===== config.mk =====
export PLATFORM = sky130hd
export DESIGN_NAME = fetch_unit_flat
export DESIGN_NICKNAME = d
export VERILOG_FILES = /design/src/rtl/fetch_unit_if.sv /design/src/rtl/fetch_unit.sv /design/src/flat_wrapper.sv
export SDC_FILE = /design/constraint.sdc
export NUM_CORES = 1
export LEC_CHECK = 0
export ABC_AREA = 1
export CAP_MARGIN = 20
export CORE_MARGIN = 5
export CORE_UTILIZATION = 45
export DETAILED_ROUTE_END_ITERATION = 8
export HOLD_SLACK_MARGIN = 0.08
export PLACE_DENSITY_LB_ADDON = 0.3
export SYNTH_ARGS = -nofsm -noshare
export SYNTH_HDL_FRONTEND = slang
export SYNTH_SLANG_ARGS = --single-unit
export TNS_END_PERCENT = 30

===== constraint.sdc =====
create_clock -name clk -period 5.7 [get_ports clk]
set_input_delay 0.57 -clock clk [delete_from_list [all_inputs] [get_ports clk]]
set_output_delay 0.57 -clock clk [all_outputs]
set_load 0.005 [all_outputs]

===== src/rtl/fetch_unit_if.sv =====
// Fetch-unit bus bundle: redirect input, imem request/response channels and decode-side output.
// The instr_fault signal exists only when FETCH_MISALIGN_CHECK_EN is defined.
interface fetch_unit_if;
  logic        redirect_valid;
  logic [31:0] redirect_pc;
  logic        imem_req_valid;
  logic        imem_req_ready;
  logic [31:0] imem_req_addr;
  logic        imem_rsp_valid;
  logic [31:0] imem_rsp_data;
  logic        instr_valid;
  logic        instr_ready;
  logic [31:0] instr_data;
  logic [31:0] instr_pc;
`ifdef FETCH_MISALIGN_CHECK_EN
  logic        instr_fault;
`endif

  modport master (
    input  redirect_valid, redirect_pc, imem_req_ready, imem_rsp_valid, imem_rsp_data,
           instr_ready,
    output imem_req_valid, imem_req_addr, instr_valid, instr_data, instr_pc
`ifdef FETCH_MISALIGN_CHECK_EN
    , output instr_fault
`endif
  );

  modport slave (
    output redirect_valid, redirect_pc, imem_req_ready, imem_rsp_valid, imem_rsp_data,
           instr_ready,
    input  imem_req_valid, imem_req_addr, instr_valid, instr_data, instr_pc
`ifdef FETCH_MISALIGN_CHECK_EN
    , input instr_fault
`endif
  );
endinterface


===== src/rtl/fetch_unit.sv =====
// Instruction fetch front end: PC, imem request issue, in-order instruction FIFO, redirect flush.
// Optional FETCH_MISALIGN_CHECK_EN turns misaligned redirects into a single faulting nop entry.
module fetch_unit #(
  parameter logic [31:0] RESET_PC   = 32'h0000_0000,
  parameter int unsigned FIFO_DEPTH = 2
) (
  input  logic         clk,
  input  logic         rst_n,
  fetch_unit_if.master bus
);
  localparam int unsigned CntW = $clog2(FIFO_DEPTH + 1);
  localparam int unsigned PtrW = (FIFO_DEPTH > 1) ? $clog2(FIFO_DEPTH) : 1;

  typedef enum logic [0:0] {StFetch, StFlush} state_e;

  state_e          state_q, state_d;
  logic [31:0]     fetch_pc_q, fetch_pc_d;
  logic [CntW-1:0] count_q, count_d;
  logic [CntW-1:0] outst_q, outst_d;
  logic [CntW-1:0] drop_q, drop_d;
  logic [PtrW-1:0] head_q, head_d, tail_q, tail_d;
  logic [31:0]     fifo_pc_q   [FIFO_DEPTH];
  logic [31:0]     fifo_data_q [FIFO_DEPTH];

  logic            redirect, rsp, pop, push, req_fire, stall;
  logic [31:0]     push_pc, push_data, rsp_pc;
  logic [CntW:0]   occ;

`ifdef FETCH_MISALIGN_CHECK_EN
  localparam logic [31:0] Nop = 32'h0000_0013;
  logic stall_q, stall_d, fault_pend_q, fault_pend_d, push_fault;
  logic fifo_fault_q [FIFO_DEPTH];
  logic misalign;
  assign misalign = (bus.redirect_pc[1:0] != 2'b00);
  assign stall    = stall_q;
`else
  assign stall    = 1'b0;
`endif

  function automatic logic [PtrW-1:0] ptr_inc(input logic [PtrW-1:0] p);
    if (p == PtrW'(FIFO_DEPTH - 1)) return '0;
    return p + PtrW'(1);
  endfunction

  assign redirect = bus.redirect_valid;
  assign rsp      = bus.imem_rsp_valid;
  assign pop      = bus.instr_valid && bus.instr_ready;
  assign req_fire = bus.imem_req_valid && bus.imem_req_ready;
  // Responses are in order and every in-flight request of this epoch is contiguous, so the
  // oldest outstanding request sits outst_q words behind fetch_pc.
  assign rsp_pc   = fetch_pc_q - (32'(outst_q) << 2);
  // A pop this cycle frees a slot before any newly issued request can return.
  assign occ      = {1'b0, count_q} + {1'b0, outst_q} - {{CntW{1'b0}}, pop};

  // State register
  always_ff @(posedge clk) begin
    if (!rst_n) state_q <= StFetch;
    else        state_q <= state_d;
  end

  // Next-state logic
  always_comb begin
    state_d = state_q;
    if (redirect) begin
      state_d = (drop_d != '0) ? StFlush : StFetch;
    end else begin
      unique case (state_q)
        StFetch: state_d = StFetch;
        StFlush: state_d = (drop_d == '0) ? StFetch : StFlush;
        default: state_d = StFetch;
      endcase
    end
  end

  // Output logic
  always_comb begin
    bus.imem_req_valid = 1'b0;
    unique case (state_q)
      StFetch: bus.imem_req_valid = !redirect && !stall && (occ < (CntW+1)'(FIFO_DEPTH));
      StFlush: bus.imem_req_valid = 1'b0;
      default: bus.imem_req_valid = 1'b0;
    endcase
  end

  assign bus.imem_req_addr = fetch_pc_q;

  always_comb begin
    fetch_pc_d = fetch_pc_q;
    count_d    = count_q;
    outst_d    = outst_q;
    drop_d     = drop_q;
    head_d     = head_q;
    tail_d     = tail_q;
    push       = 1'b0;
    push_pc    = rsp_pc;
    push_data  = bus.imem_rsp_data;
`ifdef FETCH_MISALIGN_CHECK_EN
    stall_d      = stall_q;
    fault_pend_d = fault_pend_q;
    push_fault   = 1'b0;
`endif
    if (redirect) begin
      count_d = '0;
      head_d  = '0;
      tail_d  = '0;
      outst_d = '0;
      drop_d  = drop_q + outst_q - CntW'(rsp);
`ifdef FETCH_MISALIGN_CHECK_EN
      fetch_pc_d   = bus.redirect_pc;
      stall_d      = misalign;
      fault_pend_d = misalign;
`else
      fetch_pc_d = bus.redirect_pc & 32'hFFFF_FFFC;
`endif
    end else begin
      if (req_fire) fetch_pc_d = fetch_pc_q + 32'd4;
      if (state_q == StFlush) begin
        if (rsp) drop_d = drop_q - CntW'(1);
      end else if (rsp) begin
        push = 1'b1;
      end
      outst_d = outst_q + CntW'(req_fire) - CntW'(rsp && (state_q == StFetch));
`ifdef FETCH_MISALIGN_CHECK_EN
      // No requests exist while stalled, so this push never collides with a response push.
      if (fault_pend_q) begin
        push         = 1'b1;
        push_pc      = fetch_pc_q;
        push_data    = Nop;
        push_fault   = 1'b1;
        fault_pend_d = 1'b0;
      end
`endif
      if (push) tail_d = ptr_inc(tail_q);
      if (pop)  head_d = ptr_inc(head_q);
      count_d = count_q + CntW'(push) - CntW'(pop);
    end
  end

  always_ff @(posedge clk) begin
    if (!rst_n) begin
      fetch_pc_q <= RESET_PC;
      count_q    <= '0;
      outst_q    <= '0;
      drop_q     <= '0;
      head_q     <= '0;
      tail_q     <= '0;
    end else begin
      fetch_pc_q <= fetch_pc_d;
      count_q    <= count_d;
      outst_q    <= outst_d;
      drop_q     <= drop_d;
      head_q     <= head_d;
      tail_q     <= tail_d;
    end
  end

  always_ff @(posedge clk) begin
    if (push) begin
      fifo_pc_q[tail_q]   <= push_pc;
      fifo_data_q[tail_q] <= push_data;
    end
  end

`ifdef FETCH_MISALIGN_CHECK_EN
  always_ff @(posedge clk) begin
    if (!rst_n) begin
      stall_q      <= 1'b0;
      fault_pend_q <= 1'b0;
    end else begin
      stall_q      <= stall_d;
      fault_pend_q <= fault_pend_d;
    end
  end

  always_ff @(posedge clk) begin
    if (push) fifo_fault_q[tail_q] <= push_fault;
  end

  assign bus.instr_fault = (count_q != '0) ? fifo_fault_q[head_q] : 1'b0;
`endif

  assign bus.instr_valid = (count_q != '0);
  assign bus.instr_data  = bus.instr_valid ? fifo_data_q[head_q] : 32'h0;
  assign bus.instr_pc    = bus.instr_valid ? fifo_pc_q[head_q] : 32'h0;
endmodule

===== src/flat_wrapper.sv =====
// flat-port wrapper written by rule: the top's interface ports become plain ports
module fetch_unit_flat 
#(
  parameter logic [31:0] RESET_PC   = 32'h0000_0000,
  parameter int unsigned FIFO_DEPTH = 2
)
  (clk, rst_n, bus_redirect_valid, bus_redirect_pc, bus_imem_req_ready, bus_imem_rsp_valid, bus_imem_rsp_data, bus_instr_ready, bus_imem_req_valid, bus_imem_req_addr, bus_instr_valid, bus_instr_data, bus_instr_pc);
  fetch_unit_if bus_i ();
  input  logic clk;
  input  logic rst_n;
  input wire logic [$bits(bus_i.redirect_valid)-1:0] bus_redirect_valid;
  input wire logic [$bits(bus_i.redirect_pc)-1:0] bus_redirect_pc;
  input wire logic [$bits(bus_i.imem_req_ready)-1:0] bus_imem_req_ready;
  input wire logic [$bits(bus_i.imem_rsp_valid)-1:0] bus_imem_rsp_valid;
  input wire logic [$bits(bus_i.imem_rsp_data)-1:0] bus_imem_rsp_data;
  input wire logic [$bits(bus_i.instr_ready)-1:0] bus_instr_ready;
  output wire logic [$bits(bus_i.imem_req_valid)-1:0] bus_imem_req_valid;
  output wire logic [$bits(bus_i.imem_req_addr)-1:0] bus_imem_req_addr;
  output wire logic [$bits(bus_i.instr_valid)-1:0] bus_instr_valid;
  output wire logic [$bits(bus_i.instr_data)-1:0] bus_instr_data;
  output wire logic [$bits(bus_i.instr_pc)-1:0] bus_instr_pc;
  assign bus_i.redirect_valid = bus_redirect_valid;
  assign bus_i.redirect_pc = bus_redirect_pc;
  assign bus_i.imem_req_ready = bus_imem_req_ready;
  assign bus_i.imem_rsp_valid = bus_imem_rsp_valid;
  assign bus_i.imem_rsp_data = bus_imem_rsp_data;
  assign bus_i.instr_ready = bus_instr_ready;
  assign bus_imem_req_valid = bus_i.imem_req_valid;
  assign bus_imem_req_addr = bus_i.imem_req_addr;
  assign bus_instr_valid = bus_i.instr_valid;
  assign bus_instr_data = bus_i.instr_data;
  assign bus_instr_pc = bus_i.instr_pc;
  fetch_unit #(.RESET_PC(RESET_PC), .FIFO_DEPTH(FIFO_DEPTH)) u_core (.clk(clk), .rst_n(rst_n), .bus(bus_i));
endmodule

==> impl_metrics.py <==
metrics = {
    "timing": {
        "drv_slew": 0,
        "period_needed_ns": 3.41,
        "max_slew_margin_pct": 39.1,
        "finalCritPeriodShare_pct": 59.8,
        "hold_violations": 0,
        "tns_ns": 0,
        "rsz0062_at_grt": "false",
        "finalSetupViolations": 0,
        "whs_ns": 0.486,
        "fmaxAchievable_mhz": 294,
        "clock_skew_ns": 0.0129,
        "worst_slew_pin_slew_ns": 0.911,
    },
    "drt": {
        "num_vias": 6656,
        "postRouteAntennaNets": 0,
        "firstDrtPassIters": 5,
        "drt-initial-drc-count": 400,
        "vias_per_cell": 4.98,
        "wl_per_cell_um": 15.0,
        "drc": 0,
        "wl_um": 20100,
    },
    "critical_path": {
        "r2r_end": "u_core.outst_q[1]$_SDFF_PP0_",
        "r2r_slack_ns": 2.60,
        "cp.arrival_ns": 2.84,
        "cp_max_fo": 63,
        "r2r-start": "u_core.count_q[1]$_SDFF_PP0_",
        "worst_setup_path_end_kind": "output port",
        "r2r_cells": 16,
        "required_ns": 5.13,
        "crit_end": "bus_instr_data[24]",
        "start_kind": "flop",
        "critPathKind": "flop to output port",
    },
    "finish": {
        "ff_latch_area_um2": 4530,
        "multi_input_area_um2": 3100,
        "area_growth_pct": 28.8,
        "fin_nets": 1176,
        "stdcell_area_um2": 10500,
        "fin_util_pct": 58.6,
        "drive_above_1_share_pct": 6.41,
        "antenna_cells": 0,
        "num-fill-cells": 1614,
    },
    "clock_tree": {
        "cts_buffers": 17,
        "cts_max_level": 4,
        "post_cts_buffers": 0,
        "clockBufferDepth": 2,
        "clock-sinks": 164,
        "clkTransAtPathRegs_ns": 0.06,
        "root_buffer": "clkbuf_16",
        "worst_skew_pair.late_latency_ns": 0.42,
        "hold_buffers": 0,
        "cts_tree": "built",
        "ctsResizeCount": 0,
    },
    "synth": {
        "synth_edf_count": 124,
        "synth_area_um2": 8140,
        "synth.area.mux_share_pct": 0,
        "synth_top_family_by_area": "simple AND/OR/NAND/NOR gates",
        "seq_area_frac_synth_pct": 55.6,
        "synthXorXnorAreaFrac_pct": 4.09,
        "async_flop_share_pct": 0,
        "ys.flop_type": "edfxtp_1",
        "synth.top_cell.area_share_pct": 45.7,
        "synth_fa_ha_area_share_pct": 2.03,
        "syn_area_per_cell_um2": 8.60,
        "synth_top_area_cell": "edfxtp_1",
        "synth_commonest_cells": "nand2_1, edfxtp_1, a21oi_1, nor2_1, inv_1",
        "synthTopCellsByArea": "edfxtp_1, nand2_1, dfxtp_1, a21oi_1, nor2_1",
        "syn_inst": 947,
        "ys.warnings.count": 0,
        "yosysMostFrequentCell": "nand2_1",
        "synthDistinctLibCells": 34,
        "synth_compound_area_share_pct": 7.75,
        "synth-simple-area-share_pct": 23.8,
        "ys_seq_elements": 164,
    },
    "floorplanning": {
        "core_region_area_um2": 17900,
        "die-area_um2": 20900,
        "die_w_um": 144,
        "rows": 49,
        "pin_count": 168,
        "start_util_pct": 45.5,
        "die_h_um": 144,
    },
    "hold_path": {
        "min-delay-start": "u_core.head_q$_SDFFE_PP0P_",
        "hold_path.class": "flop to flop",
    },
    "placement": {
        "place_congestion": 0.891,
        "dp_hpwl_um": 14200,
        "placed_area_um2": 9900,
        "port_buffers": 161,
    },
    "global_route": {
        "grt_pass1_vias": 6146,
        "grt-ovfl-total": 0,
        "grt_pass1_wl_um": 31000,
        "grt_start_max_net_pins": 64,
        "grt_use_total_pct": 19.1,
        "antenna_found_initial": 0,
    },
    "pwr": {
        "ir_drop_mv": 0.219,
        "p_per_area_nw_per_um2": 290,
        "power_leakage_nw": 4.03,
    },
    "run": {
        "cap_violations": 0,
    },
    "status": {
        "status": "finished clean",
    },
}
## worst min path at each step
| stage | end | slack, ns | cells past startpoint |
|---|---|---|---|
| 4_1_cts | flop | 0.49 | 2 |
| 2_1_floorplan | u_core.tail_q$_SDFFE_PP0P_ | 0.45 | 2 |
| 3_3_place_gp | u_core.tail_q$_SDFFE_PP0P_ | 0.46 | 2 |
| 3_5_place_dp | flop | 0.47 | 2 |
| 5_1_grt | flop | 0.50 | 2 |
| 6_report | flop | 0.49 | 2 |
## worst max-delay path: stages, from the launching register on
cell,delay [ns]
dfxtp_2,0.31
buf_4,0.32
inv_2,0.49
buf_4,0.45
nand2_1,0.09
a21oi_1,0.16
clkdlybuf4s50_1,0.55
## registers in the layout (all words and copies together) (netlist names), named ones only
signal	flops
u_core.bus.imem_req_addr	30
u_core.head_q	1
u_core.count_q	2
u_core.drop_q	2
u_core.fifo_data_q	64
u_core.state_q	1
u_core.fifo_pc_q	60
u_core.outst_q	2
u_core.tail_q	1
## metal layers
metal,up-vias,part of all wire [%],global-route usage [%]
met1,3069,43,24.5
met4,0,1.7,5.99
met5,-,0,0
met2,192,48,32.3
met3,25,6.7,4.33
li1,3370,-,-
## cells by family after synthesis
kind of cell / Yosys count
xor gates and xnor gates: 38
other: 1
and+or+nand+nor: 478
AOI/OAI and AO/OA: 124
adders and majority gates: 12
DFF: 164
buffers and inverters: 130
## area by class of cell
cell class                 count  area share, %
clock buffer                  17           4.06
inverter                      88           3.16
timing repair buffer         167           15.8
multi-input combinational    656           29.6
tap                          229           2.73
clock inverter                15           1.50
sequential                   164           43.2
## layout by cell type (no fill, tap or decap), types with 2 or more instances in the layout
cell type        count
nand2_2              3
ha_1                10
nor2_1              88
inv_6                3
fa_1                 2
nand4_1              4
nand3_1             39
conb_1               4
buf_4                6
dfxtp_1             39
a21oi_1             90
nor2_4               3
clkbuf_16           17
clkdlybuf4s50_1    161
nand3b_1             2
inv_1               78
o21ai_0              7
a31oi_1              6
o21ai_1             20
clkinv_4             4
xor2_1              32
clkinvlp_4           3
or2_2                5
nand2_1            316
xnor2_1              6
nor3_1               2
bufinv_16            2
nand3_2              2
edfxtp_1           124
nor2_2               9
clkinv_2             3
and2_1               2
inv_2                9
## per-stage QoR
stage                     setup WS [ns]  cells  power [W]
after global placement             2.16   1304    0.00194
final                              2.29   1336    0.00305
after CTS                          2.24   1336    0.00307
after global routing               2.06   1336    0.00318
after floorplan                   0.170    950    0.00171
after detailed placement           2.11   1304    0.00196
## where the power goes
group          total (W)  internal, W  switching [W]
Sequential       0.00142      0.00137      0.0000506
Combinational   0.000515     0.000236       0.000279
Clock            0.00111     0.000648       0.000467
Note: power is estimated with default switching activity, not from simulation.
